### src/rtl/pong_game_ctrl.sv
// Pong game sequencer: start/countdown/rally/game-over, scores, serve, winner; PONG_CTRL_SPEEDUP_EN adds ball speed-up.
// Latency: every output registered, an input sampled at edge N shows after edge N.
// Backpressure: none; event pulses are consumed in the cycle they arrive or ignored.
module pong_game_ctrl #(
  parameter int CLK_FRQ        = 100_000_000,
  parameter int CD_TICKS       = CLK_FRQ,
  parameter int WIN_SCORE      = 7,
  parameter int HITS_PER_LEVEL = 4,
  parameter int MAX_SPEED      = 3
) (
  input  logic       clk,
  input  logic       reset,
  input  logic       btn_start,
  input  logic       point_left,
  input  logic       point_right,
  input  logic       paddle_hit,
  output logic       game_active,
  output logic       ball_hold,
  output logic       obj_reset,
  output logic [1:0] countdown,
  output logic [3:0] score_left,
  output logic [3:0] score_right,
  output logic [1:0] winner,
  output logic       serve_dir,
  output logic [1:0] ball_speed
);

  localparam int TW = (CD_TICKS > 1) ? $clog2(CD_TICKS) : 1;

  typedef enum logic [1:0] {IDLE, COUNT, PLAY, GAME_OVER} state_t;

  state_t          state, state_nx;
  logic            btn_q;
  logic [TW-1:0]   timer, timer_nx;
  logic            game_active_nx, ball_hold_nx, obj_reset_nx, serve_dir_nx;
  logic [1:0]      countdown_nx, winner_nx, ball_speed_nx;
  logic [3:0]      score_left_nx, score_right_nx;

  logic start_evt, timer_wrap, pt_l, pt_r, left_win, right_win, enter_count;

  assign start_evt  = btn_start & ~btn_q;
  assign timer_wrap = (timer == TW'(CD_TICKS - 1));
  assign pt_l       = point_left & ~point_right;
  assign pt_r       = point_right & ~point_left;
  assign left_win   = ((score_left + 4'd1) == 4'(WIN_SCORE));
  assign right_win  = ((score_right + 4'd1) == 4'(WIN_SCORE));
  assign enter_count = (state_nx == COUNT) && (state != COUNT);

  always_ff @(posedge clk or posedge reset) begin
    if (reset) begin
      state       <= IDLE;
      btn_q       <= 1'b0;
      timer       <= '0;
      game_active <= 1'b0;
      ball_hold   <= 1'b1;
      obj_reset   <= 1'b0;
      countdown   <= 2'd0;
      score_left  <= 4'd0;
      score_right <= 4'd0;
      winner      <= 2'b00;
      serve_dir   <= 1'b1;
      ball_speed  <= 2'd1;
    end else begin
      state       <= state_nx;
      btn_q       <= btn_start;
      timer       <= timer_nx;
      game_active <= game_active_nx;
      ball_hold   <= ball_hold_nx;
      obj_reset   <= obj_reset_nx;
      countdown   <= countdown_nx;
      score_left  <= score_left_nx;
      score_right <= score_right_nx;
      winner      <= winner_nx;
      serve_dir   <= serve_dir_nx;
      ball_speed  <= ball_speed_nx;
    end
  end

  always_comb begin
    state_nx = state;
    case (state)
      IDLE, GAME_OVER: if (start_evt) state_nx = COUNT;
      COUNT:           if (timer_wrap && countdown == 2'd1) state_nx = PLAY;
      PLAY: begin
        if ((pt_l && left_win) || (pt_r && right_win)) state_nx = GAME_OVER;
        else if (point_left || point_right)            state_nx = COUNT;
      end
      default:         state_nx = IDLE;
    endcase
  end

  always_comb begin
    timer_nx       = timer;
    obj_reset_nx   = 1'b0;
    countdown_nx   = countdown;
    score_left_nx  = score_left;
    score_right_nx = score_right;
    winner_nx      = winner;
    serve_dir_nx   = serve_dir;
    case (state)
      IDLE, GAME_OVER: begin
        if (start_evt) begin
          score_left_nx  = 4'd0;
          score_right_nx = 4'd0;
          winner_nx      = 2'b00;
        end
      end
      COUNT: begin
        timer_nx = timer_wrap ? '0 : timer + 1'b1;
        if (timer_wrap) countdown_nx = countdown - 2'd1;
      end
      PLAY: begin
        if (pt_l) begin
          score_left_nx = score_left + 4'd1;
          serve_dir_nx  = 1'b1;
          if (left_win) winner_nx = 2'b01;
        end else if (pt_r) begin
          score_right_nx = score_right + 4'd1;
          serve_dir_nx   = 1'b0;
          if (right_win) winner_nx = 2'b10;
        end
      end
      default: ;
    endcase
    // Every way into COUNT (start, scored point, replayed rally) re-centres and restarts the digits.
    if (enter_count) begin
      obj_reset_nx = 1'b1;
      countdown_nx = 2'd3;
      timer_nx     = '0;
    end
    game_active_nx = (state_nx == COUNT) || (state_nx == PLAY);
    ball_hold_nx   = (state_nx != PLAY);
  end

`ifdef PONG_CTRL_SPEEDUP_EN
  localparam int HW = (HITS_PER_LEVEL > 1) ? $clog2(HITS_PER_LEVEL) : 1;

  logic [HW-1:0] hit_cnt, hit_cnt_nx;

  always_ff @(posedge clk or posedge reset) begin
    if (reset) hit_cnt <= '0;
    else       hit_cnt <= hit_cnt_nx;
  end

  always_comb begin
    hit_cnt_nx    = hit_cnt;
    ball_speed_nx = ball_speed;
    if (enter_count) begin
      hit_cnt_nx    = '0;
      ball_speed_nx = 2'd1;
    end else if (state == PLAY && paddle_hit) begin
      if (hit_cnt == HW'(HITS_PER_LEVEL - 1)) begin
        hit_cnt_nx = '0;
        if (ball_speed < 2'(MAX_SPEED)) ball_speed_nx = ball_speed + 2'd1;
      end else begin
        hit_cnt_nx = hit_cnt + 1'b1;
      end
    end
  end
`else
  logic unused_speedup;
  assign unused_speedup = ^{paddle_hit, HITS_PER_LEVEL[0], MAX_SPEED[0]};
  assign ball_speed_nx  = 2'd1;
`endif

endmodule
### config.mk
export PLATFORM = sky130hd
export DESIGN_NAME = pong_game_ctrl
export DESIGN_NICKNAME = d
export VERILOG_FILES = /design/src/rtl/pong_game_ctrl.sv
export SDC_FILE = /design/constraint.sdc
export NUM_CORES = 1
export LEC_CHECK = 0
export CORE_MARGIN = 2
export CORE_UTILIZATION = 35
export DETAILED_ROUTE_END_ITERATION = 8
export PLACE_DENSITY = 0.57
export SLEW_MARGIN = 20
export SYNTH_ARGS = -nofsm -noshare
export SYNTH_HDL_FRONTEND = slang
export SYNTH_SLANG_ARGS = --single-unit
export TNS_END_PERCENT = 50
### constraint.sdc
create_clock -name clk -period 4.76 [get_ports clk]
set_input_delay 0.476 -clock clk [delete_from_list [all_inputs] [get_ports clk]]
set_output_delay 0.476 -clock clk [all_outputs]
set_load 0.1 [all_outputs]
Yosys cells after proc, flatten, opt, wreduce, memory -nomap -nowiden
Cells that the tools add are included.

word-level totals
  bits in registers = 46
  input port bits = 6
  logic and storage cells = 83

operators by class
  add/sub/neg operators = 4
  equal/unequal tests = 18
  muxes and demuxes = 26
  bitwise logic cells = 6
  reductions and logical operators = 18

operator list
  kind                                                 number
  2-to-1 mux 27 bit                                    3
  adder 27 x 1 -> 27 bit, second input constant        1
  equality test 27 bit, second input constant          1
  2-to-1 mux 2 bit                                     12
  2-to-1 mux 4 bit                                     4
  one-hot mux 4 bit (2 select lines)                   2
  inequality test 2 bit, second input constant         5
  inequality test 3 bit, second input constant         3
  adder 4 x 1 -> 4 bit, second input constant          2
  equality test 4 x 3 -> 1 bit, second input constant  2
  nonzero test 2 bit                                   4
  equality test 2 x 1 -> 1 bit, second input constant  3
  equality test 2 bit, second input constant           3
  one-hot mux 2 bit (3 select lines)                   1
  AND reduction 5 bit                                  1
  logical AND 1 bit                                    4
  one-hot mux 2 bit (2 select lines)                   1
  AND reduction 2 bit                                  2
  AND reduction 4 bit                                  1
  bitwise AND 1 bit                                    3
  logical OR 1 bit                                     3
  2-to-1 mux 1 bit                                     3
  inverter 1 bit                                       3
  AND reduction 3 bit                                  1
  other kinds (4)                                      4

Logic depth before layout (Yosys ltp)
Gate-level depths: netlist of run 1.

  depth after elaboration = 10
  gate-level depth with buffers = 12
  gate-level depth less buffers = 12

Least setup slack after synthesis of run 1
OpenSTA, ideal clock, no wires.

  path type = reg-to-reg
  start point = register score_right[0]
  end point = register countdown[1]
  data arrival time = 3.121 ns
  data required time = 4.634 ns
  path slack = 1.513 ns
  stages on the path, launching flop included = 12
  buffers on the path = 1
  clock period less this slack = 3.247 ns
  cells stage by stage = dfrtp_1 ha_1 nand2b_1 o32ai_1 a311oi_1 or3b_1 o311a_1 ha_1 or2_2 clkbuf_1 nand2_1 a2bb2oi_1

on the way
  cells in the longest elaborated chain, start to end = 10
  elaborated cells on any way between the ends = 12
  those cells by class = add/sub: 1; eq/ne: 2; mux: 3; reduce/logical: 6

RTL lines
  element                                 RTL line  source
  start: declaration                      22        output logic [3:0] score_right,
  start signal: assignment                72        score_right <= score_right_nx;
  adder 4 x 1 -> 4 bit (*)                46        assign right_win = ((score_right + 4'd1) == 4'(WIN_SCORE));
  equality test 4 x 3 -> 1 bit (*)        46
  logical AND 1 bit (*)                   85        if ((pt_l && left_win) || (pt_r && right_win)) state_nx = GAME_OVER;
  logical OR 1 bit (*)                    85
  2-to-1 mux 2 bit (*)                    85
  one-hot mux 2 bit (3 select lines) (*)  81        case (state)
  equality test 2 x 1 -> 1 bit (*)        47        assign enter_count = (state_nx == COUNT) && (state != COUNT);
  logical AND 1 bit (*)                   47
  nonzero test 2 bit (no line)            --
  AND reduction 2 bit (no line)           --
  end signal: assignment                  70        countdown <= countdown_nx;
  end: declaration                        20        output logic [1:0] countdown,

Mark *: on every way between the ends. The rest lies on a longest branch, timed or not.
A chain may end at the register's enable or synchronous reset.

Worst setup path in the final report of run 1
  start point = input port point_right
  end point = register timer[16]

on the way
  cells in the longest elaborated chain, start to end = 9
  elaborated cells on any way between the ends = 14
  those cells by class = eq/ne: 1; mux: 4; bitwise: 3; reduce/logical: 6

RTL lines
  element                                                         RTL line  source
  start: declaration                                              15        input logic point_right,
  inverter 1 bit (*)                                              43        assign pt_l = point_left & ~point_right;
  bitwise AND 1 bit (*)                                           43
  via pt_l                                                        39        logic start_evt, timer_wrap, pt_l, pt_r, left_win, right_win, enter_count;
  logical AND 1 bit (*)                                           85
  logical OR 1 bit (*)                                            85
  2-to-1 mux 2 bit (*)                                            85
  one-hot mux 2 bit (3 select lines) (*)                          81
  via state_nx[0]                                                 32        state_t state, state_nx;
  equality test 2 x 1 -> 1 bit (*)                                47
  logical AND 1 bit (*)                                           47
  2-to-1 mux 27 bit / nonzero test 2 bit (equally long branches)  --
  end signal: assignment                                          66        timer <= timer_nx;
  end: declaration                                                34        logic [TW-1:0] timer, timer_nx;

The timed path passes the listed nets; every way through them passes the cells marked *.

==> metrics.yaml, run 1 <==
fillers: 784
h-tree-depth: 2
drtIter0Drc: 200
timing.slew.headroom: 0.325
grt-ovfl-total: 0
vias: 2351
hold_violations: 0
drcViolationCount: 0
final_cell_mix: "48 x nand2_1, 44 x dfrtp_1, 21 x nand3_1"
min_path_type: "register to register"
initial_core_util: 0.363
rsz0062_at_grt: "no"
timing.rr.start: "score_right[0]$_DFFE_PP0P_"
cts_tree: "yes"
multi_input_area_sq_um: 1510
vias_per_cell: 5.43
post_cts_buffers: 0
p_comb_frac: 0.405
p_leak_nw: 1.38
synth_edf_count: 0
fp.coreArea_sq_um: 7730
worst_pin_slew_ns: 1.01
drive_gt1_frac: 0.0634
start_kind: "input pin"
n_antenna_cell: 0
cts-root-buf: "clkbuf_8"
ant_nets: 0
synthDistinctLibCells: 61
maxSlewViolCount: 0
wl_um: 6250
arrival_ns: 3.35
grt_pass1_vias: 2221
netlist_area_sq_um: 2800
clock_power_share: 0.195
hp-start: "timer[3]$_DFFE_PP0P_"
fmax_mhz: 321
core.rowCount: 32
wl_per_cell_um: 14.4
power_switching_uw: 544
cts_buffers: 5
nets: 349
intPower_uw: 688
peakVddDrop_v: 0.000180
yosysWarnings: 0
setup_violations: 0
path_max_fanout: 13
finalClockSkew_ns: 0.0150
place.gp.congestion: 0.788
ys_seq_area_frac: 0.412
grt_max_degree: 47
p_per_area_nw_per_um2: 392
end_kind: "register"
fin_crit_ns: 3.11
dp_hpwl_um: 4190
die-height_um: 93.5
clk_latency_ns: 0.30
cts_hold_buf: 0
postSynth.asyncResetShare: 1.00
port_buffers: 20
seqCellArea_sq_um: 1150
syn_nets: 337
die_x_um: 93.5
ctsLongestPathBuffers: 2
grt_usage: 0.152
outcome: "completed"
synthFlopType: "dfrtp_1"
post_cts_resized: 0
crit_required_ns: 4.99
startpoint: "point_right"
max_cap_viol_count: 0
syn_area_per_cell_sq_um: 8.81
first_pass_iters: 4
post-route-period-util: 0.653
clock-sinks: 46
path_clk_slew_ns: 0.08
swShare: 0.442
syn_inst: 318
dieArea_sq_um: 8740
final_common_cell: "nand2_1"
ys_ff_latch: 46
layout-area-overhead-vs-synth_pct: 12.1
seqPwrFrac: 0.400
holdWs_ns: 0.528
antenna_found_initial: 0
tns_ns: 0
worstSetupPathType: "input pin to register"
grt_pass1_wl_um: 10700
io_pins: 24
==> power by group through the flow <==
stage | combinational (mW) | clock (mW) | sequential, mW
final | 0.499 | 0.240 | 0.493
after global routing | 0.551 | 0.264 | 0.502
after CTS | 0.504 | 0.251 | 0.493
after detailed placement | 0.501 | 0 | 0.500
after global placement | 0.498 | 0 | 0.497
after floorplan | 0.314 | 0 | 0.566
==> path summary, 6_finish.rpt <==
| kind | to | slack (ns) | cells after the start |
|---|---|---|---|
| max in group asynchronous | timer[4]$_DFFE_PP0P_ | 3.63 | 2 |
| worst min register to register | timer[3]$_DFFE_PP0P_ | 0.53 | 1 |
| worst min-delay path | timer[3]$_DFFE_PP0P_ | 0.53 | 1 |
| min in group asynchronous | winner[1]$_DFFE_PP0P_ | 0.63 | 2 |
| worst max-delay path | timer[16]$_DFFE_PP0P_ | 1.65 | 12 |
| worst max register to register | timer[16]$_DFFE_PP0P_ | 1.71 | 10 |
==> cells by family (layout without fill, tap and decap cells) <==
group,Yosys count,in the layout,synth area share
adders and majority gates,13,13,0.0581
and+or+nand+nor,134,134,0.250
xor gates and xnor gates,3,3,0.00938
muxes,2,2,0.00759
buffers and inverters,32,45,0.0509
other,2,2,0.00268
DFF,46,46,0.412
AOI/OAI and AO/OA,86,86,0.209
==> critical path: stages <==
cell             delay, ns
clkdlybuf4s50_1       0.48
inv_1                 0.06
ha_1                  0.33
nand2_1               0.15
a211oi_1              0.06
a311oi_1              0.44
nand3_1               0.16
a31o_2                0.27
ha_1                  0.21
or2_2                 0.43
o21ai_0               0.13
a21o_1                0.13
==> registers in the layout, summed over array words and instances (netlist names) <==
name	cells
score_right	4
obj_reset	1
ball_hold	1
state	2
btn_q	1
countdown	2
timer	27
serve_dir	1
game_active	1
score_left	4
winner	2
==> Yosys cell counts, types with 3 or more instances <==
cell | n | share of area
a211oi_1 | 3 | 0.0080
a21o_1 | 10 | 0.027
a21oi_1 | 10 | 0.018
a22o_1 | 4 | 0.013
a31oi_1 | 16 | 0.036
and3_1 | 4 | 0.0089
and4_1 | 3 | 0.0094
buf_2 | 6 | 0.011
clkbuf_1 | 7 | 0.0094
dfrtp_1 | 44 | 0.39
ha_1 | 13 | 0.058
inv_1 | 16 | 0.021
nand2_1 | 48 | 0.064
nand2b_1 | 8 | 0.018
nand3_1 | 21 | 0.038
nand4_1 | 8 | 0.018
nor2_1 | 9 | 0.012
nor3_1 | 9 | 0.016
nor4_1 | 4 | 0.0089
o21a_1 | 3 | 0.0080
o21ai_0 | 19 | 0.034
==> metal layers <==
layer | GRT usage | vias up | routed length (um)
met1 | 0.222 | 1127 | 3160
met5 | 0 | - | 0
met4 | 0.0466 | 0 | 58
li1 | - | 1182 | -
met2 | 0.231 | 38 | 2830
met3 | 0.0234 | 4 | 196
==> final cells by class <==
cell class / count / area share
Clock buffer: 6 / 0.0231
Clock inverter: 2 / 0.00438
Inverter: 16 / 0.0195
Multi-Input combinational cell: 240 / 0.479
Sequential cell: 46 / 0.367
Tap cell: 102 / 0.0406
Timing Repair Buffer: 21 / 0.0661
==> per-stage QoR <==
step                setup slack [ns]  std cells  utilization  total power, mW  instance area (sq um)
finish                          1.65        433        0.407             1.23                   3140
global route                    1.39        433        0.407             1.32                   3140
CTS                             1.65        433        0.406             1.25                   3140
detailed placement              1.34        425        0.395             1.00                   3050
global placement                1.39        425        0.395            0.995                   3050
floorplan                       1.51        318            -            0.880                   2800
(Power assumes the default switching activity.)
==> run 2: changes to the inputs <==
- PLACE_DENSITY: 0.57 -> 0.59
- clock period: 4.76 -> 2.63 ns (I/O delays scaled with it)
==> metrics.yaml, run 2 (synthesis results as in run 1) <==
outcome: "completed"  # unchanged
dieArea_sq_um: 8740  # unchanged
largest_register_ffs: 27  # unchanged
timing.slew.headroom: 0.301  # was 0.325
cts_buffers: 5  # unchanged
core.rowCount: 32  # unchanged
grt_max_degree: 28  # was 47
reg_top3: "timer x27, score_left x4, score_right x4"  # unchanged
crit_required_ns: 2.85  # was 4.99 ns
clk_latency_ns: 0.29  # was 0.30 ns
place_area_sq_um: 3340  # was 3050 sq um
rr_worst_depth: 11  # was 10
worst_pin_slew_ns: 1.05  # was 1.01 ns
antenna_found_initial: 0  # unchanged
end_kind: "register"  # unchanged
grt_usage: 0.158  # was 0.152
setup_ws_ns: 0.00572  # was 1.65 ns
swShare: 0.433  # was 0.442
timing.rr.start: "score_right[0]$_DFFE_PP0P_"  # unchanged
maxSlewViolCount: 0  # unchanged
nets: 385  # was 349
drive_gt1_frac: 0.270  # was 0.0634
p_leak_nw: 1.60  # was 1.38 nW
grt_pass1_vias: 2329  # was 2,221
hold_violations: 0  # unchanged
finalPower_mw: 2.43  # was 1.23 mW
n_antenna_cell: 0  # unchanged
die-height_um: 93.5  # unchanged
initial_core_util: 0.363  # unchanged
drcViolationCount: 0  # unchanged
min_path_type: "input pin to async pin"  # was register to register
start_kind: "register"  # was input pin
top_register: "timer"  # unchanged
finalClockSkew_ns: 0.0171  # was 0.0150 ns
arrival_ns: 2.85  # was 3.35 ns
cpPeakStageDelay_ns: 0.51  # was 0.48 ns
path_clk_slew_ns: 0.09  # was 0.08 ns
setup_violations: 0  # unchanged
power_switching_mw: 1.05  # was 544 uW
timing.rr.end: "timer[26]$_DFFE_PP0P_"  # was timer[16]$_DFFE_PP0P_
fmax_mhz: 381
vias_per_cell: 5.31  # was 5.43
path_cells: "ha_4 -> nand2b_4 -> o32ai_4 -> a311oi_2 -> or3b_1 -> o311a_1 -> ha_4 -> nor2_4 -> buf_6 -> a21oi_2 -> o21bai_1"  # was clkdlybuf4s50_1 -> inv_1 -> ha_1 -> nand2_1 -> a211oi_1 -> a311oi_1 -> nand3_1 -> a31o_2 -> ha_1 -> or2_2 -> o21ai_0 -> a21o_1
fp.coreArea_sq_um: 7730  # unchanged
final_cell_mix: "48 x buf_4, 47 x nand2_1, 36 x dfrtp_1"  # was 48 x nand2_1, 44 x dfrtp_1, 21 x nand3_1
max_cap_viol_count: 0  # unchanged
clock-sinks: 46  # unchanged
peakVddDrop_v: 0.000298  # was 0.000180 V
critical_path.slowest_cell: "dfrtp_4"  # was clkdlybuf4s50_1
fin_crit_ns: 2.62
die_x_um: 93.5  # unchanged
dp_hpwl_um: 4760  # was 4190 um
grt-ovfl-total: 0  # unchanged
p_per_area_nw_per_um2: 690  # was 392 nW/um^2
p_comb_frac: 0.456  # was 0.405
cts-root-buf: "clkbuf_8"  # unchanged
clock_power_share: 0.180  # was 0.195
worstSetupPathType: "register to register"  # was input pin to register
layout-area-overhead-vs-synth_pct: 25.5  # was 12.1%
vias: 2489  # was 2,351
grt_pass1_wl_um: 11300  # was 10,700 um
drtIter0Drc: 127  # was 200
port_buffers: 20  # unchanged
ant_nets: 0  # unchanged
design_area_sq_um: 3520  # was 3140 sq um
rsz0062_at_grt: "yes"  # was no
io_pins: 24  # unchanged
ctsLongestPathBuffers: 2  # unchanged
crit_top_cell: "ha_4"  # was ha_1
cts_tree: "yes"  # unchanged
place.gp.congestion: 0.799  # was 0.788
h-tree-depth: 2  # unchanged
final_common_cell: "buf_4"  # was nand2_1
first_pass_iters: 4  # unchanged
wl_per_cell_um: 14.2  # was 14.4 um
reg2reg_slack_ns: 0.006  # was 1.71 ns
post-route-period-util: 0.998
wl_um: 6640  # was 6250 um
place_ws_ns: -0.284  # was 1.34 ns
intPower_mw: 1.38  # was 688 uW
seqPwrFrac: 0.365  # was 0.400
path_max_fanout: 7  # was 13
[run 2: layout make-up]
cell class	count	area, sq um
repair buffers	56	445
well taps	102	128
fillers	752	4210
flip-flops and latches	46	1170
inverters	16	60.1
clock inverters	2	13.8
multi-input cells	241	1630
clock buffers	6	72.6
[run 2: timing repair]
item                       in CTS  in global routing
gates cloned                    0                  1
gates resized for setup         6                 20
setup endpoints to repair      13                 29
hold buffers                    0                  0
hold endpoints to repair        0                  0
pin swaps                       7                  6
setup buffers                   1                  0
[run 2: metrics by stage]
stage                     hold WS [ns]  setup TNS, ns  utilization  instances
after floorplan                  0.294          -1.27            -        318
final                            0.233              0        0.455        469
after detailed placement         0.512          -3.96        0.432        460
after global routing             0.260         -0.402        0.455        469
after CTS                        0.241              0        0.448        469
after global placement           0.511          -1.83        0.432        460
[run 2: power by group through the flow]
stage	clock network [mW]	logic (mW)	registers, mW
4_1_cts	0.459	1.04	0.884
3_3_place_gp	0	0.990	0.896
2_1_floorplan	0	0.607	1.02
5_1_grt	0.487	1.21	0.899
3_5_place_dp	0	1.00	0.899
6_report	0.436	1.11	0.885
[run 2: worst max path at each step]
stage                               startpoint                       end  slack [ns]  cells after the start
floorplan           score_right[1]$_DFFE_PP0P_  countdown[1]$_DFFE_PP0P_       -0.10                     11
global placement                   point_right     timer[26]$_DFFE_PP0P_       -0.18                     13
detailed placement                 point_right     timer[26]$_DFFE_PP0P_       -0.28                     13
CTS                 score_right[0]$_DFFE_PP0P_     timer[26]$_DFFE_PP0P_        0.01                     11
global route        score_right[0]$_DFFE_PP0P_     timer[15]$_DFFE_PP0P_       -0.08                     10
finish              score_right[0]$_DFFE_PP0P_     timer[26]$_DFFE_PP0P_       0.006                     11
[run 2: worst max-delay path, delay by kind of cell (launching register included)]
| family | cells | cell delay [ns] |
|---|---|---|
| compound gates | 5 | 0.80 |
| fa+ha+maj | 2 | 0.36 |
| buf+inv | 1 | 0.16 |
| flops | 1 | 0.51 |
| simple gates | 3 | 0.74 |
[run 2: layer usage]
metal / wire (um) / GRT usage
met1: 3290 / 0.227
met2: 3070 / 0.253
met3: 248 / 0.0242
met4: 34 / 0.0257
met5: 0 / 0
